## src/rtl/triangle_pkg.sv

```systemverilog
// triangle_pkg: state encoding and sample-range helper shared by the triangle generator and monitor.
package triangle_pkg;

    typedef enum logic [1:0] {
        TRI_ACQUIRE = 2'd0,
        TRI_UP      = 2'd1,
        TRI_DOWN    = 2'd2
    } tri_state_t;

    function automatic int unsigned tri_max(input int unsigned n);
        return (32'd1 << n) - 32'd1;
    endfunction

endpackage

```

## src/rtl/triangle_period_meter.sv

```systemverilog
// triangle_period_meter: counts accepted samples between repeated troughs and reports the trough-to-trough period.
module triangle_period_meter #(
    parameter int N = 8
) (
    input  logic         clk,
    input  logic         rst,
    input  logic         acc,
    input  logic         trough_ev,
    input  logic         clr,
    output logic [N+1:0] period,
    output logic         period_valid
);
    localparam logic [N+1:0] ONE = (N+2)'(1);

    logic [N+1:0] pcnt;
    logic         pcnt_run;

    always_ff @(posedge clk or negedge rst) begin
        if (!rst) begin
            pcnt         <= '0;
            pcnt_run     <= 1'b0;
            period       <= '0;
            period_valid <= 1'b0;
        end else begin
            period_valid <= 1'b0;
            if (clr) begin
                pcnt_run <= 1'b0;
            end else if (trough_ev) begin
                pcnt_run <= 1'b1;
                pcnt     <= '0;
                if (pcnt_run) begin
                    period       <= pcnt + ONE;
                    period_valid <= 1'b1;
                end
            end else if (acc && pcnt_run && pcnt != '1) begin
                pcnt <= pcnt + ONE;
            end
        end
    end

endmodule

```

## src/rtl/triangle_monitor.sv

```systemverilog
// triangle_monitor: checks a triangle sample stream, flags peaks, troughs and sequence errors.
// Define TRIANGLE_MONITOR_PERIOD_EN to add trough-to-trough period measurement.
module triangle_monitor
    import triangle_pkg::*;
#(
    parameter int N = 8
) (
    input  logic         clk,
    input  logic         rst,
    input  logic         ena,
    input  logic [N-1:0] in,
    output logic [1:0]   dir,
    output logic         locked,
    output logic         peak,
    output logic         trough,
    output logic         err,
    output logic         err_sticky,
    output logic [N+1:0] period,
    output logic         period_valid
);
    localparam logic [N-1:0] MAX = N'(tri_max(N));
    localparam logic [N-1:0] ONE = N'(1);

    tri_state_t   state;
    tri_state_t   nxt;
    logic [N-1:0] last;
    logic         have_last;
    logic         up_ok;
    logic         dn_ok;
    logic         pk_ok;
    logic         tr_ok;
    logic         peak_ev;
    logic         trough_ev;
    logic         bad;

    // Guards on MAX/0 keep the +1/-1 steps from wrapping around the range.
    always_comb begin
        up_ok     = last != MAX && in == last + ONE;
        dn_ok     = last != '0 && in == last - ONE;
        pk_ok     = last == MAX && in == MAX;
        tr_ok     = last == '0 && in == '0;
        peak_ev   = ena && state == TRI_UP && pk_ok;
        trough_ev = ena && state == TRI_DOWN && tr_ok;
        bad       = ena && ((state == TRI_UP && !(up_ok || pk_ok)) ||
                            (state == TRI_DOWN && !(dn_ok || tr_ok)));
        nxt       = state == TRI_ACQUIRE ?
                        (!have_last ? TRI_ACQUIRE : up_ok ? TRI_UP : dn_ok ? TRI_DOWN : TRI_ACQUIRE) :
                    bad ? TRI_ACQUIRE : peak_ev ? TRI_DOWN : trough_ev ? TRI_UP : state;
    end

    always_ff @(posedge clk or negedge rst) begin
        if (!rst) begin
            state      <= TRI_ACQUIRE;
            last       <= '0;
            have_last  <= 1'b0;
            peak       <= 1'b0;
            trough     <= 1'b0;
            err        <= 1'b0;
            err_sticky <= 1'b0;
        end else begin
            peak       <= peak_ev;
            trough     <= trough_ev;
            err        <= bad;
            err_sticky <= err_sticky | bad;
            if (ena) begin
                state     <= nxt;
                last      <= in;
                have_last <= 1'b1;
            end
        end
    end

    assign dir    = state;
    assign locked = state != TRI_ACQUIRE;

`ifdef TRIANGLE_MONITOR_PERIOD_EN
    logic acc;

    assign acc = ena && state != TRI_ACQUIRE && !bad;

    triangle_period_meter #(.N(N)) u_meter (
        .clk          (clk),
        .rst          (rst),
        .acc          (acc),
        .trough_ev    (trough_ev),
        .clr          (bad),
        .period       (period),
        .period_valid (period_valid)
    );
`else
    assign period       = '0;
    assign period_valid = 1'b0;
`endif

endmodule
```

## config.mk

```make
export PLATFORM = sky130hd
export DESIGN_NAME = triangle_monitor
export DESIGN_NICKNAME = d
export VERILOG_FILES = /design/src/rtl/triangle_pkg.sv /design/src/rtl/triangle_period_meter.sv /design/src/rtl/triangle_monitor.sv
export SDC_FILE = /design/constraint.sdc
export NUM_CORES = 1
export LEC_CHECK = 0
export ABC_AREA = 1
export CAP_MARGIN = 0
export CORE_ASPECT_RATIO = 0.8
export CORE_UTILIZATION = 30
export CTS_CLUSTER_DIAMETER = 50
export DETAILED_ROUTE_END_ITERATION = 7
export SLEW_MARGIN = 15
export SYNTH_ARGS = -nofsm -noshare
export SYNTH_HDL_FRONTEND = slang
export SYNTH_SLANG_ARGS = --single-unit
```

## constraint.sdc

```tcl
create_clock -name clk -period 1.9 [get_ports clk]
set_input_delay 0.38 -clock clk [delete_from_list [all_inputs] [get_ports clk]]
set_output_delay 0.38 -clock clk [all_outputs]
set_load 0.1 [all_outputs]
```

==> flow_summary.ini <==
[placed_design]
post-place-ws_ns = -0.3280
routabilityCongestion = 0.8801
post-dp-hpwl_um = 2759
io_buffers = 17
dpl_cell_area_um2 = 1709
dp_cells = 316

[synth]
synth_edf_count = 0
netlist_area_um2 = 1409
ys_seq_area_share_pct = 26.64
synth_compound_area_share_pct = 4.352
synthTopCellsByArea = dfrtp_1 (27%), nand2_1 (25%), inv_1 (7.7%)
synth_cell_types = 26
yosysMostFrequentCell = nand2_1
synthArstFlopShare_pct = 100.0
synthMuxAreaShare_pct = 0
ys_ff_latch = 15
synth_ff_type = dfrtp_1
ys_top_cells_by_count = nand2_1 (93), inv_1 (29), nor2_1 (20), dfrtp_1 (15), nand3_1 (13)
syn_inst = 233
synth-simple-area-share_pct = 48.05
synth_top_family_by_area = simple AND/OR/NAND/NOR gates
ys.warnings.count = 0
synth_area_per_cell_um2 = 6.047
yosys.area.top_type_share_pct = 26.64
synth_top_area_cell = dfrtp_1
synth_xor_area_share_pct = 1.243
synth-adder-area-share_pct = 1.776

[final_layout]
drive_above_1_share_pct = 25.76
synthToLayoutAreaGrowth_pct = 30.20
utilization_pct = 42.31
nets = 278
fillers = 471
num_antenna_cells = 0
postLayoutCellArea_um2 = 1834
final_cell_count_no_fill = 321

[clock_tree]
tritoncts = built
clockRootBuffer = clkbuf_8
cts.path.max_buffers = 2
cts_sinks = 15
htree_num_levels = 1
worstSkewPairLatency_ns = 0.26
cts-buffers-inserted = 3
clk_pin_slew_ns = 0.07

[detailed_routing]
via_per_inst = 4.283
drtPass1Iterations = 4
wire_per_inst_um = 10.66
num_vias = 1375
drc_errors = 0
drtIter0Drc = 48
wirelength_um = 3421
ant_nets = 0

[critical_path]
path_buf_inv = 2
cp-start-kind = flip-flop
required_ns = 2.04
cp_slowest_stage_delay_ns = 0.42
path_common_cell = nand2_1
cp_slowest_cell = dfrtp_1
cpLargestDelayFamily = simple AND/OR/NAND/NOR gates
critPathKind = reg2reg
crit_chain = inv_2 > ha_4 > nand2_1 > nand2_1 > nand2_1 > nor2_1 > nand2_1 > nor3_1 > nand2_1 > nand2_1 > nand2_2 > nand2_4 > inv_2 > or2_1
cp_max_fo = 3
ff2ff_setup_slack_ns = 0.03
cp.arrival_ns = 2.02
critPathCaptureType = flip-flop

[timing]
setup-tns-final_ns = 0
fmaxAchievable_mhz = 533.6
hold_viol = 0
min_period_ns = 1.874
fin_ws_ns = 0.02589
finalMaxSlewViolations = 0
rsz0062_at_grt = yes
hold_ws_ns = 0.4026
finalCritPeriodShare_pct = 98.64
clock_skew_ns = 0.007259
finalSetupViolCount = 0

[floorplanning]
die-area_um2 = 4976
fp.coreArea_um2 = 4335
die_x_um = 78.62
rows = 21
ios = 29
die_y_um = 63.30
start_util_pct = 32.50

[power]
sw_frac_of_total_pct = 47.30
ir_drop_mv = 0.4581
p_seq_share_pct = 30.0
power_frac_comb_pct = 49.9
leakage_nw = 0.9756
netSwitchingPower_mw = 0.6240
internal-power_mw = 0.6953
power_mw = 1.319
power.density_nw_per_um2 = 719.3
power_frac_clock_pct = 20.1

[run_status]
status = finished clean

[worst_hold_path]
hp-class = in2reg

[global_routing]
grt_overflow_total = 0
grt_use_total_pct = 15.18
grt_max_degree = 16
first_global_vias = 1200
antenna_found_initial = 0
grt_pass1_wl_um = 5837

[run]
max-cap-violations = 0
==> cells in the final DEF, fill, tap and decap left out, drive strengths merged, types with 3 or more instances in the layout <==
cell / n
clkdlybuf4s50: 6
dfrtp: 15
nor3: 6
o21ai: 11
clkbuf: 3
conb: 11
nand4: 4
nand3: 17
nand2: 100
buf: 22
inv: 31
nor2: 25
==> final timing paths <==
kind	cells after the start	to	startpoint
setup / recovery	14	err_sticky	last[1]
hold / removal	3	last[7]	in[7]
setup reg to reg	14	err_sticky	last[1]
hold reg to reg	2	have_last	have_last
max in group asynchronous	2	dir[1]	rst
min in group asynchronous	2	peak	rst
==> power groups by stage <==
stage          Clock (mW)  Sequential (mW)  Combinational (mW)
6_report            0.265            0.396               0.658
5_1_grt             0.293            0.402               0.710
4_1_cts             0.272            0.393               0.644
3_5_place_dp            0            0.397               0.634
3_3_place_gp            0            0.398               0.632
2_1_floorplan           0            0.500               0.384
==> registers in the layout, indices dropped and copies added (netlist names) <==
| signal | cells |
|---|---|
| have_last | 1 |
| trough | 1 |
| last | 8 |
| err | 1 |
| err_sticky | 1 |
| dir | 2 |
| peak | 1 |
==> per-layer routing <==
metal | share of wire [%] | GRT usage (%) | vias to the layer above
li1 | - | - | 751
met1 | 54 | 24.18 | 586
met2 | 39 | 19.24 | 29
met3 | 4.9 | 3.623 | 9
met4 | 2.0 | 4.630 | 0
met5 | 0 | 0 | -
==> worst reg2reg max path, stage by stage (launching register included) <==
cell and delay (ns):
dfrtp_1 0.42, inv_2 0.07, ha_4 0.29, nand2_1 0.05
nand2_1 0.06, nand2_1 0.05, nor2_1 0.09, nand2_1 0.06
nor3_1 0.13, nand2_1 0.08, nand2_1 0.08, nand2_2 0.08
nand2_4 0.07, inv_2 0.04, or2_1 0.19
==> kinds of logic after synthesis <==
family	after synthesis
other cells	1
flops	15
buf+inv	48
xor+xnor	2
compound gates	12
simple gates	153
fa+ha+maj	2
==> final cells by class <==
type	instances	area, um2	area share, %
Inverter	33	127.6	6.958
Clock inverter	1	5.005	0.2729
Clock buffer	3	41.29	2.251
Multi-Input combinational cell	180	899.6	49.05
Timing Repair Buffer	32	305.3	16.64
Tap cell	57	71.32	3.888
Sequential cell	15	384.1	20.94
==> repair_timing <==
item                                    CTS  global route
hold endpoints to repair                  0             0
gates resized for setup                   8            18
pin swaps                                 2             5
hold buffers                              0             0
setup buffers                             0             1
endpoints found under the setup margin    3             3
Note: power is estimated with default switching activity, not from simulation.
